<file path="config.mk">
export PLATFORM = sky130hd
export DESIGN_NAME = lfsr_gen
export DESIGN_NICKNAME = d
export VERILOG_FILES = /design/src/rtl/lfsr_pkg.sv /design/src/rtl/lfsr_next.sv /design/src/rtl/lfsr_gen.sv
export SDC_FILE = /design/constraint.sdc
export NUM_CORES = 1
export LEC_CHECK = 0
export BUFFER_PORTS_ARGS = -buffer_cell sky130_fd_sc_hd__buf_2
export CAP_MARGIN = 25
export CORE_ASPECT_RATIO = 0.5
export CORE_MARGIN = 4
export CORE_UTILIZATION = 50
export DETAILED_ROUTE_END_ITERATION = 8
export PLACE_DENSITY = 0.75
export SYNTH_ARGS = -nofsm -noshare
export SYNTH_HDL_FRONTEND = slang
export SYNTH_SLANG_ARGS = --single-unit
export TNS_END_PERCENT = 20
</file>
<file path="constraint.sdc">
create_clock -name clk -period 1.75 [get_ports clk]
set_input_delay 0.2625 -clock clk [delete_from_list [all_inputs] [get_ports clk]]
set_output_delay 0.2625 -clock clk [all_outputs]
set_load 0.02 [all_outputs]
</file>
<file path="src/rtl/lfsr_pkg.sv">
// Shared types and constants for the parametrised LFSR generator.
package lfsr_pkg;

    typedef enum logic [1:0] {
        ST_IDLE   = 2'd0,
        ST_BURST  = 2'd1,
        ST_STREAM = 2'd2
    } lfsr_state_e;

    localparam int unsigned MODE_FIB = 0;
    localparam int unsigned MODE_GAL = 1;

endpackage

</file>
<file path="src/rtl/lfsr_next.sv">
// Combinational next-value function for a Fibonacci or Galois LFSR.
module lfsr_next
    import lfsr_pkg::*;
#(
    parameter int unsigned         WIDTH = 8,
    parameter logic [WIDTH-1:0]    TAPS  = WIDTH'(8'h1D),
    parameter int unsigned         MODE  = MODE_FIB
) (
    input  logic [WIDTH-1:0] i_state,
    output logic [WIDTH-1:0] o_next_c
);

    // Galois toggles the tap mask when the bit shifted out is set.
    always_comb begin
        if (MODE == MODE_GAL) begin
            o_next_c = {1'b0, i_state[WIDTH-1:1]} ^ (i_state[0] ? TAPS : '0);
        end else begin
            o_next_c = {^(i_state & TAPS), i_state[WIDTH-1:1]};
        end
    end

endmodule

</file>
<file path="src/rtl/lfsr_gen.sv">
// LFSR sequence generator with seed load, single step, burst and stream
// modes, plus measurement of the sequence period since the last load.
module lfsr_gen
    import lfsr_pkg::*;
#(
    parameter int unsigned         WIDTH    = 8,
    parameter logic [WIDTH-1:0]    TAPS     = WIDTH'(8'h1D),
    parameter int unsigned         MODE     = MODE_FIB,
    parameter logic [WIDTH-1:0]    SEED_RST = WIDTH'(8'h01),
    parameter int unsigned         CW       = 8
) (
    input  logic             clk,
    input  logic             rst_n,
    input  logic             i_load,
    input  logic [WIDTH-1:0] i_seed,
    input  logic             i_step,
    input  logic             i_burst_start,
    input  logic [CW-1:0]    i_burst_len,
    input  logic             i_stream_en,
    input  logic             i_out_ready,
    output logic [WIDTH-1:0] o_state_q,
    output logic             o_out_valid,
    output logic             o_busy,
    output logic             o_burst_done,
    output logic             o_seed_fixed,
    output logic             o_period_wrap,
    output logic [WIDTH-1:0] o_period_len
);

    lfsr_state_e      r_state;
    logic [WIDTH-1:0] r_lfsr;
    logic [WIDTH-1:0] r_ref;
    logic [WIDTH-1:0] r_cnt;
    logic [WIDTH-1:0] r_plen;
    logic             r_len_set;
    logic [CW-1:0]    r_rem;
    logic             r_busy;
    logic             r_valid;
    logic             r_burst_done;
    logic             r_seed_fixed;
    logic             r_wrap;

    logic [WIDTH-1:0] w_next;
    logic             w_adv;

    lfsr_next #(
        .WIDTH (WIDTH),
        .TAPS  (TAPS),
        .MODE  (MODE)
    ) u_next (
        .i_state  (r_lfsr),
        .o_next_c (w_next)
    );

    // In IDLE a step only counts when nothing of higher priority is requested.
    always_comb begin
        w_adv = 1'b0;
        case (r_state)
            ST_IDLE:   w_adv = i_step && !i_burst_start && !i_stream_en;
            ST_BURST:  w_adv = 1'b1;
            ST_STREAM: w_adv = r_valid && i_out_ready;
            default:   w_adv = 1'b0;
        endcase
    end

    always_ff @(posedge clk or negedge rst_n) begin
        if (!rst_n) begin
            r_state      <= ST_IDLE;
            r_lfsr       <= SEED_RST;
            r_ref        <= SEED_RST;
            r_cnt        <= '0;
            r_plen       <= '0;
            r_len_set    <= 1'b0;
            r_rem        <= '0;
            r_busy       <= 1'b0;
            r_valid      <= 1'b0;
            r_burst_done <= 1'b0;
            r_seed_fixed <= 1'b0;
            r_wrap       <= 1'b0;
        end else begin
            r_burst_done <= 1'b0;
            r_seed_fixed <= 1'b0;
            r_wrap       <= 1'b0;
            if (i_load) begin
                r_lfsr       <= (i_seed == '0) ? SEED_RST : i_seed;
                r_ref        <= (i_seed == '0) ? SEED_RST : i_seed;
                r_seed_fixed <= (i_seed == '0);
                r_cnt        <= '0;
                r_plen       <= '0;
                r_len_set    <= 1'b0;
                r_rem        <= '0;
                r_busy       <= 1'b0;
                r_valid      <= 1'b0;
                r_state      <= ST_IDLE;
            end else begin
                if (w_adv) begin
                    r_lfsr <= w_next;
                    // Only the first return to the loaded value defines the period.
                    if (w_next == r_ref) begin
                        r_wrap <= 1'b1;
                        r_cnt  <= '0;
                        if (!r_len_set) begin
                            r_plen    <= r_cnt + WIDTH'(1);
                            r_len_set <= 1'b1;
                        end
                    end else begin
                        r_cnt <= r_cnt + WIDTH'(1);
                    end
                end
                case (r_state)
                    ST_IDLE: begin
                        if (i_burst_start) begin
                            if (i_burst_len == '0) begin
                                r_burst_done <= 1'b1;
                            end else begin
                                r_rem   <= i_burst_len;
                                r_busy  <= 1'b1;
                                r_state <= ST_BURST;
                            end
                        end else if (i_stream_en) begin
                            r_valid <= 1'b1;
                            r_state <= ST_STREAM;
                        end
                    end
                    ST_BURST: begin
                        r_rem <= r_rem - CW'(1);
                        if (r_rem == CW'(1)) begin
                            r_busy       <= 1'b0;
                            r_burst_done <= 1'b1;
                            r_state      <= ST_IDLE;
                        end
                    end
                    ST_STREAM: begin
                        if (!i_stream_en) begin
                            r_valid <= 1'b0;
                            r_state <= ST_IDLE;
                        end
                    end
                    default: begin
                        r_busy  <= 1'b0;
                        r_valid <= 1'b0;
                        r_state <= ST_IDLE;
                    end
                endcase
            end
        end
    end

    assign o_state_q     = r_lfsr;
    assign o_out_valid   = r_valid;
    assign o_busy        = r_busy;
    assign o_burst_done  = r_burst_done;
    assign o_seed_fixed  = r_seed_fixed;
    assign o_period_wrap = r_wrap;
    assign o_period_len  = r_plen;

endmodule

</file>
==> impl_metrics.env, run 1 <==
export IMPL_status="finished with violations"
export IMPL_violations="negative setup slack"
export IMPL_synth_xor_area_share_pct=6.34
export IMPL_leakagePower_nw=1.55
export IMPL_max_stage_delay_ns=0.48
export IMPL_synth_cells=273
export IMPL_drive_gt1_share_pct=31.0
export IMPL_multiInputGateArea_mm2=0.00133
export IMPL_muxShareOfSynthArea_pct=3.59
export IMPL_die_w_um=109
export IMPL_use_met2_pct=33.2
export IMPL_async_flop_share_pct=100
export IMPL_synth_top_family_by_area="simple AND/OR/NAND/NOR gates"
export IMPL_register_area_mm2=0.00121
export IMPL_clk_latency_ns=0.31
export IMPL_synth_compound_area_share_pct=17.6
export IMPL_die_area_mm2=0.00636
export IMPL_holdCritPathClass="input pin to flip-flop"
export IMPL_initialDrtViolationCount=172
export IMPL_antenna_found_initial=0
export IMPL_yosysTopAreaCellShare_pct=45.2
export IMPL_ctsHtreeMaxLevel=2
export IMPL_maxClockFrequency_ghz=0.550
export IMPL_grt_pass1_vias=2181
export IMPL_postLayoutSetupSlackWorst_ns=-0.0688
export IMPL_wl_per_cell_um=15.3
export IMPL_slew_viol_final=0
export IMPL_nets=370
export IMPL_wl_um=6340
export IMPL_hold_viol=0
export IMPL_dr_total_vias=2282
export IMPL_ys_warn_count=0
export IMPL_period_minus_slack_ns=1.82
export IMPL_area_growth_pct=28.7
export IMPL_post_synth_top_count_cell="dfrtp_1"
export IMPL_path_class="flip-flop to flip-flop"
export IMPL_max_cap_violations=0
export IMPL_syn_area_mm2=0.00254
export IMPL_use_met1_pct=28.8
export IMPL_slew_headroom_pct=70.3
export IMPL_grt_usage_pct=21.0
export IMPL_grt_busiest_layer="met2"
export IMPL_crit_arrival_ns=2.04
export IMPL_die_h_um=58.4
export IMPL_cts_tree="done"
export IMPL_drcViolationCount=0
export IMPL_cp_required_ns=1.97
export IMPL_synth_common_cells="dfrtp_1 (46), nand2_1 (38), a21oi_1 (25), nor2_1 (14), o21ai_1 (12)"
export IMPL_finClkSkew_ns=0.00994
export IMPL_core_area_mm2=0.00493
export IMPL_port_buffer_count=43
export IMPL_met3_usage_pct=5.37
export IMPL_synth_area_leaders="dfrtp_1 (45%), nand2_1 (5.6%), a21oi_1 (4.9%)"
export IMPL_setup_viol=10
export IMPL_yosysUniqueCellTypes=50
export IMPL_hpwl_um=4550
export IMPL_routabilityCongestion=0.883
export IMPL_synth_nets=299
export IMPL_vdd_drop_max_mv=0.418
export IMPL_dp_slack_ns=-0.118
export IMPL_power_density_mw_per_mm2=874
export IMPL_synth_top_flop_cell="dfrtp_1"
export IMPL_cts_root_buf="clkbuf_8"
export IMPL_slowest_stage="dfrtp_2"
export IMPL_io_pins=44
export IMPL_postLayoutCoreUtil_pct=66.4
export IMPL_clock_path_buffers=2
export IMPL_clkTransAtPathRegs_ns=0.09
export IMPL_viasPerCell=5.50
export IMPL_antenna_left=0
export IMPL_overflow=0
export IMPL_endpoint_kind="flip-flop"
export IMPL_synth_area_leader_cell="dfrtp_1"
export IMPL_syn_area_per_cell_um2=9.32
export IMPL_path_cells="xor2_1, nor4_2, buf_4, and4_2, a21oi_1, a211oi_1"
export IMPL_cts_buffers_inserted=5
export IMPL_synth_adder_area_share_pct=1.47
export IMPL_start_util_pct=51.6
export IMPL_finalCritPeriodShare_pct=104
export IMPL_start_kind="flip-flop"
export IMPL_row_count=18
export IMPL_grt_start_max_net_pins=51
export IMPL_antenna_cells=0
export IMPL_synthSimpleGateAreaFrac_pct=19.7
export IMPL_cp_max_fo=5
export IMPL_num_fill_cells=413
export IMPL_dr_pass1_iters=5
export IMPL_synth_edf_count=0
export IMPL_yosysSeqAreaShare_pct=47.3
export IMPL_grt_pass1_wl_um=10400
export IMPL_ys_seq_elements=48
export IMPL_rsz0062_at_grt="true"
export IMPL_clkSinkCount=48
export IMPL_worstMarginPinSlew_ns=0.446
-- repair_timing --
item | 4_1_cts | 5_1_grt
setup buffers | 1 | 3
endpoints found under the setup margin | 10 | 16
resized for setup | 5 | 13
endpoints found under the hold margin | 46 | 0
pin swaps | 1 | 5
hold buffers | 1 | 0
-- per-stage QoR --
step                TNS [ns]  power, W  cells  area [um2]  hold WS, ns
CTS                  -0.0995   0.00281    412        3190        0.181
global route           -1.12   0.00302    415        3280        0.176
finish                -0.411   0.00286    415        3280        0.181
floorplan             -0.139   0.00170    273        2560      -0.0331
global placement      -0.107   0.00196    402        3050        0.265
detailed placement    -0.802   0.00199    402        3050        0.268
-- cells in the final DEF (no fill, tap or decap), types with 3 or more instances in the layout --
cell type  instances
o21ai_0           10
nor4_2             3
and3_1             3
mux2i_1            8
clkbuf_8           5
o31ai_1            3
xor2_1            10
nand3_1            7
nor3_1             7
buf_4             29
inv_1             11
buf_2             43
nor2b_1            5
ha_1               3
a21oi_1           23
o21ai_1           12
nor2_1            13
nand2_1           38
nand2b_1           3
xnor2_1            3
dfrtp_1           43
or3_1              4
dfrtp_2            3
a211oi_1           5
-- sequential cells by signal, summed over array words and instances, names as in the netlist, 2 cells and up --
register / flops
o_period_len: 8
o_state_q: 8
r_cnt: 8
r_ref: 8
r_rem: 8
r_state: 2
-- report_power, final --
group	switching [W]	internal [W]	leakage [nW]
clock	0.000374	0.000424	0.0552
combinational	0.000423	0.000368	0.873
sequential	0.0000836	0.00119	0.623
total	0.000881	0.00198	1.55
-- worst paths after layout --
check,from,end,slack (ns),cells past startpoint
setup / recovery,o_state_q[2],o_period_len[3],-0.07,6
hold / removal,i_seed[6],r_ref[6],0.18,2
max in group asynchronous,rst_n,o_state_q[0],1.00,3
min in group asynchronous,rst_n,o_burst_done,0.45,3
setup reg to reg,o_state_q[2],o_period_len[3],-0.07,6
hold reg to reg,r_cnt[7],r_cnt[7],0.51,2
-- metal layers --
metal	vias to the layer above	wire length, um
met3	8	310
met1	1106	2920
met4	0	70
met5	-	0
met2	63	3040
li1	1105	-
-- area by class of cell --
type | count | share of cell area [%]
Multi-Input combinational cell | 200 | 40.6
Inverter | 13 | 1.49
Tap cell | 70 | 2.67
Clock inverter | 2 | 1.07
Clock buffer | 6 | 2.22
Sequential cell | 48 | 36.9
Timing Repair Buffer | 76 | 15.1
-- cells by family after synthesis --
kind of cell               after synthesis
and+or+nand+nor                        100
AOI/OAI and AO/OA                       72
DFF                                     48
buffers and inverters                   25
xor gates and xnor gates                16
muxes                                    9
adders and majority gates                3
-- critical path: cells and delay by family (launching register included) --
family / cells / cell delay [ns]
buf+inv: 1 / 0.18
flops: 1 / 0.48
compound gates: 2 / 0.29
xor+xnor: 1 / 0.20
simple gates: 2 / 0.57
Note: power is estimated with default switching activity, not from simulation.
==> inputs of run 2 (changes only) <==
ABC_AREA = 1   (was default)
CORE_UTILIZATION = 30   (was 50)
CTS_CLUSTER_SIZE = 14   (was default)
PLACE_DENSITY = default   (was 0.75)
==> run 2 against run 1 <==
Compared with the run above: the flow now finishes without violations; fmax grew 12%; first-iteration DRC count shrank 28%; non-clock buffer count shrank 18; synthesized area grew 3.3%; clock skew shrank 0.0040 ns; clock power grew 36%; cell area shrank 1.1%; sequential share of layout area grew 0.36 points; largest power group is now combinational logic; highest routed layer unchanged.
==> impl_metrics.env, run 2 <==
export IMPL_synth_area_leaders="dfrtp_1 (44%), nand2_1 (14%), nand3_1 (5.7%)"
export IMPL_initialDrtViolationCount=123
export IMPL_core_area_mm2=0.00826
export IMPL_slew_headroom_pct=75.4
export IMPL_viasPerCell=4.61
export IMPL_antenna_left=0
export IMPL_io_pins=44
export IMPL_slowest_stage="dfstp_2"
export IMPL_cp_num_buf_inv=2
export IMPL_most_common_layout_cells="nand2_1 (96), dfrtp_1 (44), buf_2 (43)"
export IMPL_dr_pass1_iters=4
export IMPL_cts_buffers_inserted=5
export IMPL_die_area_mm2=0.0104
export IMPL_grt_usage_pct=13.2
export IMPL_met3_usage_pct=2.89
export IMPL_hold_viol=0
export IMPL_leakagePower_nw=1.67
export IMPL_yosysTopAreaCellShare_pct=43.8
export IMPL_row_count=23
export IMPL_wl_per_cell_um=12.9
export IMPL_overflow=0
export IMPL_status="finished clean"
export IMPL_grt_busiest_layer="met2"
export IMPL_cp_max_fo=6
export IMPL_port_buffer_count=43
export IMPL_holdCritPathClass="input pin to flip-flop"
export IMPL_syn_area_per_cell_um2=7.80
export IMPL_clkSinkCount=48
export IMPL_path_class="flip-flop to flip-flop"
export IMPL_yosysSeqAreaShare_pct=45.8
export IMPL_fin_cells=506
export IMPL_synth_common_cells="nand2_1 (96), dfrtp_1 (46), inv_1 (32), nand3_1 (30), nor2_1 (27)"
export IMPL_endpoint_kind="flip-flop"
export IMPL_rsz0062_at_grt="true"
export IMPL_synth_nets=363
export IMPL_synth_cells=337
export IMPL_max_stage_delay_ns=0.55
export IMPL_ys_seq_elements=48
export IMPL_ys_warn_count=0
export IMPL_wl_um=6510
export IMPL_post_synth_top_count_cell="nand2_1"
export IMPL_start_util_pct=31.8
export IMPL_power_density_mw_per_mm2=1360
export IMPL_async_flop_share_pct=100
export IMPL_finalCritPeriodShare_pct=92.9
export IMPL_grt_start_max_net_pins=49
export IMPL_syn_area_mm2=0.00263
export IMPL_clock_path_buffers=2
export IMPL_grt_pass1_vias=2229
export IMPL_max_cap_violations=0
export IMPL_p_total_w=0.00439
export IMPL_grt_pass1_wl_um=11100
export IMPL_drcViolationCount=0
export IMPL_worst_path_most_repeated_cell="nand2_1"
export IMPL_setup_viol=0
export IMPL_nets=419
export IMPL_hpwl_um=4750
export IMPL_final_common_cell="nand2_1"
export IMPL_use_met1_pct=19.3
export IMPL_path_cells="inv_1, nand2_1, nand2_1, nand2_1, nand2_1, nand2_1, nand2_1, nor2_4, buf_4, nand2_1, a21oi_1"
export IMPL_num_fill_cells=842
export IMPL_cp_required_ns=1.96
export IMPL_vdd_drop_max_mv=0.622
export IMPL_drive_gt1_share_pct=23.9
export IMPL_slew_viol_final=0
export IMPL_synth_top_flop_cell="dfrtp_1"
export IMPL_ctsHtreeMaxLevel=2
export IMPL_area_growth_pct=23.3
export IMPL_antenna_found_initial=0
export IMPL_cts_root_buf="clkbuf_16"
export IMPL_die_w_um=140
export IMPL_period_minus_slack_ns=1.63
export IMPL_yosysUniqueCellTypes=35
export IMPL_use_met2_pct=19.9
export IMPL_crit_family="simple AND/OR/NAND/NOR gates"
export IMPL_r2r_slack_ns=0.12
export IMPL_maxClockFrequency_ghz=0.615
export IMPL_synth_area_leader_cell="dfrtp_1"
export IMPL_clkTransAtPathRegs_ns=0.07
export IMPL_dr_total_vias=2333
export IMPL_start_kind="flip-flop"
export IMPL_finClkSkew_ns=0.00591
export IMPL_cts_tree="done"
export IMPL_synth_edf_count=0
export IMPL_die_h_um=74.2
export IMPL_placed_cells_incl_taps=495
export IMPL_clk_latency_ns=0.29
export IMPL_worstMarginPinSlew_ns=0.367
export IMPL_crit_arrival_ns=1.84
export IMPL_antenna_cells=0
export IMPL_routabilityCongestion=0.809
## run 2: power breakdown
group	leakage [nW]	internal (W)	switching, W
Sequential	0.622	0.00135	0.000229
Clock	0.0808	0.000673	0.000419
Combinational	0.965	0.000639	0.00108
## run 2: cell families (layout without fill, tap and decap cells)
family	count (synthesis)	in the layout	share of synthesized area, %
flops	48	48	45.8
fa+ha+maj	3	3	1.43
simple gates	180	180	30.4
xor+xnor	8	8	2.67
compound gates	51	51	12.0
buf+inv	47	104	7.71
## run 2: path summary, 6_finish.rpt
path | end | startpoint | cells past startpoint
min in group asynchronous | r_rem[1] | rst_n | 3
setup / recovery | r_len_set | o_state_q[0] | 11
setup reg to reg | r_len_set | o_state_q[0] | 11
max in group asynchronous | r_ref[0] | rst_n | 3
hold reg to reg | r_ref[3] | r_ref[3] | 2
hold / removal | r_ref[6] | i_seed[6] | 3
## run 2: area by class of cell
class | count | area [um2] | area share (%)
multi-input combinational | 242 | 1240 | 38.4
sequential | 48 | 1210 | 37.2
inverter | 38 | 143 | 4.40
clock inverter | 2 | 35.0 | 1.08
clock buffer | 6 | 129 | 3.98
tap | 112 | 140 | 4.32
timing repair buffer | 58 | 343 | 10.6
## run 2: what timing repair did
| action | in CTS | in global routing |
|---|---|---|
| setup endpoints to repair | 0 | 13 |
| hold buffers | 1 | 0 |
| endpoints found under the hold margin | 46 | 0 |
| gates resized for setup | 0 | 6 |
| setup buffers | 0 | 2 |
## run 2: metrics by stage
step,hold slack [ns],setup WS (ns),instance area [um2],utilization [%],TNS (ns)
2_1_floorplan,-0.0331,0.249,2630,-,0
3_3_place_gp,0.270,0.153,3030,36.6,0
3_5_place_dp,0.272,0.0877,3030,36.6,0
4_1_cts,0.212,0.0666,3200,38.8,0
5_1_grt,0.222,-0.0438,3240,39.2,-0.363
6_report,0.219,0.125,3240,39.2,0
## run 2: layer usage
| layer | vias to the layer above | wire, um |
|---|---|---|
| met5 | - | 0 |
| met4 | 0 | 61 |
| li1 | 1216 | - |
| met1 | 1067 | 3310 |
| met3 | 5 | 265 |
| met2 | 45 | 2880 |
## run 2: worst reg2reg max path, cell delays in order, from the launching register on
cell,delay [ns]
dfstp_2,0.55
inv_1,0.04
nand2_1,0.05
nand2_1,0.06
nand2_1,0.07
nand2_1,0.08
nand2_1,0.06
nand2_1,0.08
nor2_4,0.21
buf_4,0.17
nand2_1,0.06
a21oi_1,0.12
==> inputs of run 3 (changes only) <==
PLACE_DENSITY = 0.5   (was default)
==> run 3 against run 2 <==
Compared with the run above: non-clock buffer count shrank 5; register-to-register slack gained 0.02 ns; routed wire length grew 0.77%; count of clock-buffer cells in the layout shrank 1; flip-flop and latch count is the same; critical path depth is the same; fmax grew 0.99%; sequential power is essentially flat; final cell count shrank 0.99%; largest cell class unchanged.
==> impl_metrics.env, run 3 (synthesis results as in run 2) <==
export IMPL_leakagePower_nw=1.63
export IMPL_cts_root_buf="clkbuf_16"
export IMPL_min_path_cells=3
export IMPL_dr_pass1_iters=4
export IMPL_finalCritPeriodShare_pct=92.0
export IMPL_wl_um=6560
export IMPL_hpwl_um=4880
export IMPL_viasPerCell=4.75
export IMPL_io_pins=44
export IMPL_core_area_mm2=0.00826
export IMPL_r2r_start="o_state_q[0]"
export IMPL_die_area_mm2=0.0104
export IMPL_setup_viol=0
export IMPL_swShare_pct=40.8
export IMPL_fin_area_mm2=0.00319
export IMPL_holdCritPathClass="input pin to flip-flop"
export IMPL_initialDrtViolationCount=84
export IMPL_rsz0062_at_grt="true"
export IMPL_combPwrFrac_pct=39.5
export IMPL_antenna_found_initial=0
export IMPL_clk_latency_ns=0.29
export IMPL_max_stage_delay_ns=0.58
export IMPL_netSwitchingPower_w=0.00173
export IMPL_antenna_left=0
export IMPL_slowest_stage="dfstp_2"
export IMPL_clock_power_share_pct=23.1
export IMPL_max_cap_violations=0
export IMPL_endpoint_kind="flip-flop"
export IMPL_start_kind="flip-flop"
export IMPL_grt_usage_pct=13.1
export IMPL_row_count=23
export IMPL_antenna_cells=0
export IMPL_clkTransAtPathRegs_ns=0.07
export IMPL_drcViolationCount=0
export IMPL_start_util_pct=31.8
export IMPL_worstHoldStart="i_seed[5]"
export IMPL_r2r_slack_ns=0.14
export IMPL_vdd_drop_max_mv=0.431
export IMPL_p_int_w=0.00250
export IMPL_wl_per_cell_um=13.1
export IMPL_area_growth_pct=21.4
export IMPL_ctsHtreeMaxLevel=2
export IMPL_overflow=0
export IMPL_cp_max_fo=5
export IMPL_grt_pass1_wl_um=11000
export IMPL_cts_setup_buffers=0
export IMPL_slew_headroom_pct=76.0
export IMPL_grt_pass1_vias=2299
export IMPL_cts_buffers_inserted=5
export IMPL_drive_gt1_share_pct=22.6
export IMPL_hold_viol=0
export IMPL_most_common_layout_cells="nand2_1 (95), dfrtp_1 (45), buf_2 (43)"
export IMPL_dr_total_vias=2381
export IMPL_path_cells="inv_1, nand2_1, nand2_1, nand2_2, nand2_1, nand2_1, nand2_1, nor2_4, buf_4, nand4_1, nand2_1"
export IMPL_die_w_um=140
export IMPL_power_density_mw_per_mm2=1330
export IMPL_slew_viol_final=0
export IMPL_crit_arrival_ns=1.84
export IMPL_cp_required_ns=1.98
export IMPL_routabilityCongestion=0.884
export IMPL_r2r_cells=11
export IMPL_final_common_cell="nand2_1"
export IMPL_path_class="flip-flop to flip-flop"
export IMPL_grt_start_max_net_pins=49
export IMPL_nets=414
export IMPL_hold_end="r_ref[5]"
export IMPL_clock_path_buffers=2
export IMPL_worstMarginPinSlew_ns=0.357
export IMPL_status="finished clean"
export IMPL_post_dp_cell_area_mm2=0.00301
export IMPL_cts_tree="done"
export IMPL_worst_path_most_repeated_cell="nand2_1"
export IMPL_rr_endpoint="o_period_len[6]"
export IMPL_period_minus_slack_ns=1.61
export IMPL_postLayoutCoreUtil_pct=38.6
export IMPL_p_seq_share_pct=37.3
export IMPL_tns_ns=0
export IMPL_maxClockFrequency_ghz=0.621
export IMPL_clkSinkCount=48
export IMPL_die_h_um=74.2
export IMPL_port_buffer_count=43
export IMPL_finClkSkew_ns=0.00752
run 3: changes by cell type in the layout (fill, tap and decap cells not counted), sizes merged:
| cell | before | now |
|---|---|---|
| buf | 57 | 52 |
| bufinv | 1 | 0 |
| clkbuf | 6 | 5 |
| clkinvlp | 0 | 2 |
run 3: worst max-delay path by stage:
stage / endpoint / cells after the start / startpoint
floorplan: o_period_len[0] / 11 / o_state_q[0]
global placement: r_len_set / 11 / o_state_q[0]
detailed placement: o_period_len[6] / 11 / o_state_q[0]
finish: o_period_len[6] / 11 / o_state_q[0]
CTS: r_len_set / 11 / o_state_q[0]
global route: o_period_len[3] / 11 / o_state_q[0]
run 3: what timing repair did:
item                       4_1_cts  5_1_grt
hold endpoints to repair        46        0
gates resized for setup          0        5
hold buffers                     1        0
setup endpoints to repair        0        7
run 3: routing by layer:
metal,vias to the layer above,global-route usage [%],part of all wire [%]
li1,1205,-,-
met2,50,23.0,46
met3,4,2.83,3.8
met5,-,0,0
met4,0,3.22,0.79
met1,1122,17.0,49
run 3: cell type report:
type	instances	area, um2
Clock inverter	3	23.8
Timing Repair Buffer	53	322
Inverter	38	143
Tap cell	112	140
Clock buffer	5	125
Sequential cell	48	1200
Multi-Input combinational cell	242	1230
Fill cell	842	5070
run 3: power by group through the flow:
stage	Sequential (W)	Combinational (W)	Clock, W
2_1_floorplan	0.00165	0.00113	0
3_3_place_gp	0.00159	0.00165	0
3_5_place_dp	0.00160	0.00167	0
4_1_cts	0.00158	0.00168	0.00100
5_1_grt	0.00162	0.00189	0.00106
6_report	0.00158	0.00167	0.000978
run 3: critical path, delay by kind of cell, from the launching register on:
kind                   cells  cell delay, ns
AND/OR/NAND/NOR            9            0.76
flip-flops                 1            0.58
buffers and inverters      2            0.22
run 3: metrics by stage:
stage / hold slack [ns] / worst slack [ns] / power (W) / cells
3_3_place_gp: 0.267 / 0.152 / 0.00325 / 491
3_5_place_dp: 0.273 / 0.148 / 0.00327 / 491
6_report: 0.215 / 0.140 / 0.00423 / 501
4_1_cts: 0.215 / 0.129 / 0.00426 / 500
5_1_grt: 0.231 / -0.0131 / 0.00457 / 501
2_1_floorplan: -0.0331 / 0.249 / 0.00279 / 337
